==> src/rtl/span_sched_pkg.sv <==
// Shared types and defaults for the span scheduler: FSM states, latched span payload,
// and the default writer watchdog limit.
package span_sched_pkg;

    localparam int unsigned SpanW          = 16;
    localparam int unsigned DefaultTimeout = 4096;

    typedef enum logic [2:0] {
        StIdle,
        StCheck,
        StLaunch,
        StWait,
        StRelease
    } sched_state_e;

    typedef struct packed {
        logic [SpanW-1:0] x0;
        logic [SpanW-1:0] y0;
        logic [SpanW-1:0] x1;
        logic [SpanW-1:0] y1;
        logic [SpanW-1:0] z1;
        logic [SpanW-1:0] z2;
    } span_t;

endpackage

==> src/rtl/rr_arbiter.sv <==
// Combinational round-robin pick: first set request searching upward from rr_ptr_i + 1,
// wrapping at N_REQ.
module rr_arbiter #(
    parameter int unsigned N_REQ = 4,
    localparam int unsigned IdxW = $clog2(N_REQ)
) (
    input  logic [N_REQ-1:0] req_i,
    input  logic [IdxW-1:0]  rr_ptr_i,
    output logic             valid_o,
    output logic [IdxW-1:0]  idx_o
);

    always_comb begin
        logic [IdxW-1:0] cand;
        cand    = '0;
        valid_o = 1'b0;
        idx_o   = '0;
        // i = N_REQ revisits rr_ptr_i itself last, so a lone requester is still served.
        for (int unsigned i = 1; i <= N_REQ; i++) begin
            cand = IdxW'((32'(rr_ptr_i) + i) % N_REQ);
            if (!valid_o && req_i[cand]) begin
                valid_o = 1'b1;
                idx_o   = cand;
            end
        end
    end

endmodule

==> src/rtl/span_scheduler.sv <==
// Shares one span writer between N_REQ producers: round-robin grant, start pulse, plot count,
// per-requester ack. Degenerate spans (x1 < x0) bypass the writer; a watchdog aborts a hung one.
module span_scheduler
    import span_sched_pkg::*;
#(
    parameter int unsigned N_REQ   = 4,
    parameter int unsigned W       = SpanW,
    parameter int unsigned TIMEOUT = DefaultTimeout
) (
    input  logic                       clk,
    input  logic                       reset,
    input  logic [N_REQ-1:0]           req,
    input  logic [N_REQ*W-1:0]         x0_in,
    input  logic [N_REQ*W-1:0]         y0_in,
    input  logic [N_REQ*W-1:0]         x1_in,
    input  logic [N_REQ*W-1:0]         y1_in,
    input  logic [N_REQ*W-1:0]         z1_in,
    input  logic [N_REQ*W-1:0]         z2_in,
    output logic [N_REQ-1:0]           ack,
    output logic [W-1:0]               pix_count,
    output logic                       span_start,
    output logic [W-1:0]               span_x0,
    output logic [W-1:0]               span_y0,
    output logic [W-1:0]               span_x1,
    output logic [W-1:0]               span_y1,
    output logic [W-1:0]               span_z1,
    output logic [W-1:0]               span_z2,
    input  logic                       span_plot,
    input  logic                       span_done,
    output logic                       busy,
    output logic [$clog2(N_REQ)-1:0]   grant_id,
    output logic                       timeout_err
);

    localparam int unsigned IdxW = $clog2(N_REQ);
    localparam int unsigned WdW  = $clog2(TIMEOUT);

    // The payload struct is fixed-width, so the coordinate width must match it.
    if (W != SpanW) begin : g_width_check
        $error("span_scheduler: W must equal span_sched_pkg::SpanW");
    end

    sched_state_e     state_q;
    span_t            span_q;
    logic [IdxW-1:0]  grant_q;
    logic [IdxW-1:0]  rr_ptr_q;
    logic [N_REQ-1:0] holdoff_q;
    logic [N_REQ-1:0] ack_q;
    logic [W-1:0]     cnt_q;
    logic [W-1:0]     pix_q;
    logic [WdW-1:0]   wdog_q;
    logic             start_q;
    logic             busy_q;
    logic             tmo_q;

    span_t            req_span [N_REQ];
    logic [N_REQ-1:0] req_masked;
    logic             arb_valid;
    logic [IdxW-1:0]  arb_idx;
    logic [W-1:0]     cnt_inc;
    logic [N_REQ-1:0] grant_oh;

    for (genvar g = 0; g < N_REQ; g++) begin : g_unpack
        assign req_span[g] = '{
            x0: x0_in[g*W +: W],
            y0: y0_in[g*W +: W],
            x1: x1_in[g*W +: W],
            y1: y1_in[g*W +: W],
            z1: z1_in[g*W +: W],
            z2: z2_in[g*W +: W]
        };
    end

    assign req_masked = req & ~holdoff_q;
    assign cnt_inc    = (&cnt_q) ? cnt_q : cnt_q + 1'b1;
    assign grant_oh   = N_REQ'(1) << grant_q;

    rr_arbiter #(
        .N_REQ (N_REQ)
    ) u_arb (
        .req_i    (req_masked),
        .rr_ptr_i (rr_ptr_q),
        .valid_o  (arb_valid),
        .idx_o    (arb_idx)
    );

    always_ff @(posedge clk or negedge reset) begin
        if (!reset) begin
            state_q   <= StIdle;
            span_q    <= '0;
            grant_q   <= '0;
            rr_ptr_q  <= '0;
            holdoff_q <= '0;
            ack_q     <= '0;
            cnt_q     <= '0;
            pix_q     <= '0;
            wdog_q    <= '0;
            start_q   <= 1'b0;
            busy_q    <= 1'b0;
            tmo_q     <= 1'b0;
        end else begin
            ack_q   <= '0;
            start_q <= 1'b0;
            unique case (state_q)
                StIdle: begin
                    // Hold-off only ever covers the first IDLE cycle after a release.
                    holdoff_q <= '0;
                    if (arb_valid) begin
                        span_q  <= req_span[arb_idx];
                        grant_q <= arb_idx;
                        busy_q  <= 1'b1;
                        state_q <= StCheck;
                    end
                end
                StCheck: begin
                    if (span_q.x1 < span_q.x0) begin
                        pix_q   <= '0;
                        ack_q   <= grant_oh;
                        state_q <= StRelease;
                    end else begin
                        start_q <= 1'b1;
                        state_q <= StLaunch;
                    end
                end
                StLaunch: begin
                    cnt_q   <= '0;
                    wdog_q  <= '0;
                    state_q <= StWait;
                end
                StWait: begin
                    if (span_done) begin
                        pix_q   <= span_plot ? cnt_inc : cnt_q;
                        ack_q   <= grant_oh;
                        state_q <= StRelease;
                    end else if (wdog_q == WdW'(TIMEOUT - 1)) begin
                        tmo_q   <= 1'b1;
                        pix_q   <= cnt_q;
                        ack_q   <= grant_oh;
                        state_q <= StRelease;
                    end else begin
                        wdog_q <= wdog_q + 1'b1;
                        if (span_plot) begin
                            cnt_q <= cnt_inc;
                        end
                    end
                end
                StRelease: begin
                    rr_ptr_q  <= grant_q;
                    holdoff_q <= grant_oh;
                    busy_q    <= 1'b0;
                    state_q   <= StIdle;
                end
                default: begin
                    state_q <= StIdle;
                end
            endcase
        end
    end

    assign ack         = ack_q;
    assign pix_count   = pix_q;
    assign span_start  = start_q;
    assign span_x0     = span_q.x0;
    assign span_y0     = span_q.y0;
    assign span_x1     = span_q.x1;
    assign span_y1     = span_q.y1;
    assign span_z1     = span_q.z1;
    assign span_z2     = span_q.z2;
    assign busy        = busy_q;
    assign grant_id    = grant_q;
    assign timeout_err = tmo_q;

endmodule

==> config.mk <==
export PLATFORM = sky130hd
export DESIGN_NAME = span_scheduler
export DESIGN_NICKNAME = d
export VERILOG_FILES = /design/src/rtl/span_sched_pkg.sv /design/src/rtl/rr_arbiter.sv /design/src/rtl/span_scheduler.sv
export SDC_FILE = /design/constraint.sdc
export NUM_CORES = 1
export LEC_CHECK = 0
export ABC_AREA = 1
export CAP_MARGIN = 10
export CORE_AREA = 2 2 200 202
export CTS_CLUSTER_SIZE = 10
export DETAILED_ROUTE_END_ITERATION = 10
export DIE_AREA = 0 0 202 204
export GPL_ROUTABILITY_DRIVEN = 0
export HOLD_SLACK_MARGIN = 0.06
export PLACE_DENSITY = 0.63
export SYNTH_ARGS = -nofsm -noshare
export SYNTH_HDL_FRONTEND = slang
export SYNTH_SLANG_ARGS = --single-unit
==> constraint.sdc <==
create_clock -name clk -period 2.7 [get_ports clk]
set_input_delay 0.405 -clock clk [delete_from_list [all_inputs] [get_ports clk]]
set_output_delay 0.405 -clock clk [all_outputs]
set_load 0.1 [all_outputs]
==> metrics.md, run 1 <==
| Metric | Value |
|---|---|
| Placed Area | `approximately 17000 µm²` |
| Worst hold-check path type | `primary input to asynchronous set/reset pin` |
| Crit-path cells | `inv_4 > nand3_1 > nand2_1 > nand2_1 > nand2_2 > nor2_4 > nand2_1 > a21oi_4 > buf_12 > nand3_1 > nand2_1 > nand2_1 > nand2_1` |
| Die Ht | `204 µm` |
| Top cell by count, worst path | `nand2_1` |
| Worst relative slew slack | `0.566` |
| Syn Std Cell Area | `between 10000 and 15000 µm²` |
| Setup CP Type | `register to register` |
| Routed len/inst | `17.2 µm` |
| R2r setup slk | `0.32 ns` |
| Via density | `approximately 4.8` |
| Post-Synthesis Cells | `about 1800` |
| Synthesis-stage register bit count | `158` |
| Worst setup EP type | `register` |
| Top-count cell post-synth | `nand2_1` |
| Largest net degree at the start of global routing | `slightly below 80` |
| Synth unique cells | `37` |
| Startpoint Class | `register` |
| Syn Nets | `between 2000 and 2500` |
| First-pass GRT wire length | `approximately 74000 µm` |
| Top_reg_cell synth | `dfrtp_1` |
| Slew @ Worst Pin | `between 0.6 and 0.7 ns` |
| Initial antenna violation count | `6` |
| Final setup viols | `0` |
| Die Width | `between 200 and 250 µm` |
| Residual DRC | `0` |
| Postcts setup bufs | `0` |
| Post-synthesis sequential area ratio | `0.341` |
| GR Overflow Total | `0` |
| GR Util All Layers | `0.233` |
| Longest Clk Path Bufs | `2` |
| Area of the core | `39200 µm²` |
| Crit path max-delay family | `simple AND/OR/NAND/NOR gates` |
| RSZ-0062 raised after global routing | `no` |
| Cell types with the highest counts after synthesis | `nand2_1 (594), inv_1 (317), nand3_1 (299)` |
| H-tree depth | `4` |
| Share of cells above drive strength 1 | `0.105` |
| DP Wirelength | `around 38000 µm` |
| YS warnings | `0` |
| Share of synthesized registers carrying an async set or reset | `1.00` |
| CTS tree | `done` |
| Starting density of the core | `0.296` |
| Row Count | `73` |
| Boundary Pins | `513` |
| Critical path required time | `between 3 and 4 ns` |
| Final WS setup | `~0.32 ns` |
| Vias in the first global route | `around 13000` |
| DRT antenna net count | `0` |
| Minimum clock period | `2.38 ns` |
| Clock Pin Slew Worst Setup and Hold Paths | `0.07 ns` |
| Area grow syn2layout | `53.7%` |
| Clock Latency Late Sink | `roughly 0.45 ns` |
| CP Depth | `13` |
| Die area | `a little over 40000 µm²` |
| TritonCTS Buffers | `17` |
| Setup TNS | `0 ns` |
| Leading post-synthesis cells by cell area | `dfrtp_1 (34%), nand2_1 (19%), nand3_1 (13%)` |
| Max stage delay cell, worst path | `dfrtp_1` |
| Worst reg2reg path depth | `13` |
| Worst Skew | `approximately 0.013 ns` |
| Number of synthesized flops with an enable pin | `0` |
| Max cap viols | `0` |
| Nets | `between 2000 and 3000` |
| Syn Area/Cell | `approximately 6.3 µm²` |
| Max incr delay on CP | `0.54 ns` |
| Clock net sink count | `around 160` |
| Max Fclk | `around 420 MHz` |
| Fin area | `~18000 µm²` |
| Worst Path Arrival | `2.77 ns` |
| CP Buf/Inv Count | `2` |
| Post-synth top area cell | `dfrtp_1` |
| Worst slack, placed | `between 0.05 and 0.06 ns` |
| Final wirelength | `between 40000 and 50000 µm` |
| Crit-path max FO | `38` |
| Number of port buffers | `about 510` |
| Iteration-0 DRC Markers | `between 800 and 900` |
| Final period util | `0.881` |
| Top-area cell type share of the netlist area | `0.341` |
| Status | `finished clean` |
| Pre-antenna DRT Iters | `7` |
| Clock root cell | `clkbuf_16` |
| Hold_ws | `roughly 0.43 ns` |
| Final Max Slew Viols | `0` |
| Total number of vias | `between 10000 and 15000` |
| Hold Vio Cnt, Final | `0` |
==> cell usage in the layout, fill, tap and decap left out, types with 2 or more instances in the layout <==
| cell type | n |
|---|---|
| nand4_1 | 82 |
| o31ai_1 | 2 |
| inv_2 | 3 |
| nand3_4 | 3 |
| clkdlybuf4s50_1 | 390 |
| or2_1 | 62 |
| inv_8 | 6 |
| nand3_1 | 299 |
| inv_6 | 3 |
| clkinv_8 | 3 |
| o21ai_0 | 39 |
| a21oi_1 | 23 |
| nand2_1 | 593 |
| clkinvlp_4 | 2 |
| or2_0 | 5 |
| ha_1 | 17 |
| nor2_4 | 3 |
| diode_2 | 6 |
| nand3b_1 | 2 |
| clkbuf_16 | 17 |
| o22ai_1 | 17 |
| buf_4 | 143 |
| dfrtp_1 | 158 |
| nor2_1 | 25 |
| buf_12 | 21 |
| or2_2 | 30 |
| nor3_1 | 16 |
| inv_1 | 317 |
| xor2_1 | 11 |
| nand2_2 | 3 |
==> what timing repair did <==
item                                    CTS  global route
endpoints found under the setup margin    0             2
gates resized for setup                   0             1
hold buffers                              1             0
endpoints found under the hold margin    36             0
==> cell type report <==
cell class,count,area (µm²)
inverters,322,1210
flip-flops and latches,158,3950
fillers,3979,21400
repair buffers,556,5420
diodes,6,15.0
well taps,525,657
multi-input cells,1240,5960
clock buffers,17,425
clock inverters,15,166
==> through the flow <==
| stage | utilization | instances |
|---|---|---|
| after floorplan | - | 1825 |
| after global placement | 0.439 | 2800 |
| after detailed placement | 0.439 | 2800 |
| after CTS | 0.454 | 2833 |
| after global routing | 0.454 | 2839 |
| final | 0.454 | 2839 |
==> sequential cells by signal (all words and copies together), names as in the netlist, 2 cells and up <==
name,cells
span_y0,16
rr_ptr_q,2
wdog_q,12
span_z1,16
span_y1,16
holdoff_q,4
span_z2,16
cnt_q,16
pix_count,16
span_x1,16
grant_id,2
state_q,3
ack,4
span_x0,16
==> logic make-up after synthesis <==
| group | count (synthesis) | synth area share |
|---|---|---|
| AO/OA/AOI/OAI | 85 | 0.0402 |
| XOR/XNOR | 12 | 0.00907 |
| flip-flops | 158 | 0.341 |
| AND/OR/NAND/NOR | 1126 | 0.442 |
| adder cells (fa/ha/maj) | 17 | 0.0184 |
| buffers and inverters | 427 | 0.149 |
==> final timing paths <==
kind / from / endpoint
max: rr_ptr_q[0] / span_y0[0]
min: reset / span_y1[5]
max reg2reg: rr_ptr_q[0] / span_y0[0]
min reg2reg: span_z2[0] / span_z2[0]
max in group asynchronous: reset / span_z2[13]
min in group clk: span_z2[0] / span_z2[0]
==> metal layers <==
| layer | routed length, µm | vias to the layer above | part of all wire | track usage |
|---|---|---|---|---|
| met1 | 18900 | 6434 | 0.39 | 0.272 |
| met4 | 1650 | 0 | 0.034 | 0.0890 |
| met2 | 24900 | 504 | 0.51 | 0.411 |
| li1 | - | 6656 | - | - |
| met5 | 0 | - | 0 | 0 |
| met3 | 3440 | 81 | 0.070 | 0.0584 |
==> worst reg2reg max path, stage by stage (launching register included) <==
cell,delay [ns]
dfrtp_1,0.54
inv_4,0.11
nand3_1,0.11
nand2_1,0.08
nand2_1,0.10
nand2_2,0.09
nor2_4,0.16
nand2_1,0.13
a21oi_4,0.30
buf_12,0.27
nand3_1,0.22
nand2_1,0.11
nand2_1,0.05
nand2_1,0.06
Power of run 1 is left out: the tool's default activity adds up to more than one toggle a clock period on the data nets, which glitch-free logic cannot reach.
==> run 2: changes to the inputs <==
- CAP_MARGIN: 10 -> unset
==> results of run 2 <==
Final layout, timing and power as in run 1 (identical DEF).
Power of run 2 is left out for the same reason.
==> run 3: changes to the inputs <==
- CORE_AREA: 2 2 200 202 -> 2 2 197 199
- DIE_AREA: 0 0 202 204 -> 0 0 199 201
- PLACE_DENSITY: 0.63 -> 0.65
- clock period: 2.7 -> 3.08 ns (I/O delays scaled with it)
==> metrics.md, run 3 (synthesized netlist as in run 1, its figures left out) <==
| Metric | Value |
|---|---|
| Setup CP Type | `register to register` |
| Minimum clock period | `about 2.6 ns` |
| Worst Path Arrival | `~3 ns` |
| Postcts setup bufs | `0` |
| Via density | `4.77` |
| CTS tree | `done` |
| DP Wirelength | `about 36000 µm` |
| GR Overflow Total | `0` |
| Final wirelength | `around 47000 µm` |
| Area of the core | `38100 µm²` |
| Status | `finished clean` |
| RSZ-0062 raised after global routing | `no` |
| Row Count | `about 70` |
| Worst hold-check path type | `register to register` |
| Die Ht | `201 µm` |
| Initial antenna violation count | `13` |
| Pre-antenna DRT Iters | `7` |
| Clock Pin Slew Worst Setup and Hold Paths | `0.07 ns` |
| Longest Clk Path Bufs | `2` |
| GR Util All Layers | `0.235` |
| Number of gates resized after cts | `0` |
| H-tree depth | `4` |
| Starting density of the core | `0.304` |
| Final Max Slew Viols | `0` |
| Worst setup EP type | `register` |
| Max cap viols | `0` |
| Slew @ Worst Pin | `between 0.6 and 0.7 ns` |
| Iteration-0 DRC Markers | `894` |
| Filler-free cell count of the finished design | `2823` |
| Share of cells above drive strength 1 | `0.0994` |
| Area grow syn2layout | `52.1%` |
| Hold Vio Cnt, Final | `0` |
| Vias in the first global route | `~13000` |
| Number of port buffers | `around 510` |
| Crit-path max FO | `18` |
| Nets | `2692` |
| Residual DRC | `0` |
| Most frequent cells in the layout | `nand2_1 (594), clkdlybuf4s50_1 (390), inv_1 (317)` |
| Commonest non-fill, non-tap cell in the layout | `nand2_1` |
| Worst relative slew slack | `0.549` |
| Worst Skew | `0.0143 ns` |
| DP Cell Count | `between 2000 and 3000` |
| Die area | `40000 µm²` |
| Critical path required time | `between 3 and 4 ns` |
| Total number of vias | `~13000` |
| Setup TNS | `0 ns` |
| Clock Latency Late Sink | `~0.44 ns` |
| Clock root cell | `clkbuf_16` |
| Boundary Pins | `~510` |
| DRT antenna net count | `0` |
| Final setup viols | `0` |
| Die Width | `199 µm` |
| Largest net degree at the start of global routing | `just under 80` |
| First-pass GRT wire length | `72000 µm` |
| Routed len/inst | `approximately 17 µm` |
| Startpoint Class | `register` |
| Clock net sink count | `158` |
| Max Fclk | `379 MHz` |
| Final period util | `0.857` |
| TritonCTS Buffers | `17` |
-- run 3: final cells by class --
class / count / area (µm²)
diodes: 11 / 27.5
clock buffers: 18 / 439
clock inverters: 12 / 139
fillers: 3933 / 20500
inverters: 322 / 1210
multi-input cells: 1240 / 5950
flip-flops and latches: 158 / 3950
well taps: 518 / 648
repair buffers: 544 / 5250
-- run 3: what timing repair did --
| action | in CTS | in global routing |
|---|---|---|
| hold buffers | 1 | 0 |
| setup endpoints to repair | 0 | 0 |
| hold endpoints to repair | 32 | 0 |
-- run 3: final timing paths --
path                       startpoint       endpoint  slack (ns)  cells after the start
setup / recovery           span_x0[1]  pix_count[13]        0.44                     11
hold / removal             span_y0[0]     span_y0[0]        0.48                      2
setup reg to reg           span_x0[1]  pix_count[13]        0.44                     11
hold reg to reg            span_y0[0]     span_y0[0]        0.48                      2
max in group asynchronous       reset     span_x0[4]        1.67                      3
min in group asynchronous       reset     span_y1[1]        0.59                      2
-- run 3: per-layer routing --
layer,part of all wire,up-vias,GRT usage
met5,0.00082,-,0
met2,0.51,485,0.407
met3,0.065,88,0.0546
met4,0.034,6,0.0973
met1,0.39,6252,0.277
li1,-,6635,-
-- run 3: through the flow --
stage               hold slack (ns)  setup WS [ns]  instance area [µm²]  utilization
floorplan                     0.166          0.454                11600            -
global placement              0.467          0.356                17000        0.446
detailed placement            0.466          0.329                17000        0.446
CTS                           0.486          0.396                17600        0.462
global route                  0.497          0.167                17600        0.462
finish                        0.480          0.440                17600        0.462
-- run 3: critical path: stages (launching register included) --
cell,delay (ns)
dfrtp_1,0.50
inv_1,0.08
ha_1,0.28
o21ai_0,0.07
nand2_1,0.14
nand3_1,0.10
a21oi_1,0.07
o21ai_0,0.38
nand3_1,0.22
nand2_1,0.48
nor2_1,0.08
a21oi_1,0.15
Power of run 3 is left out for the same reason.
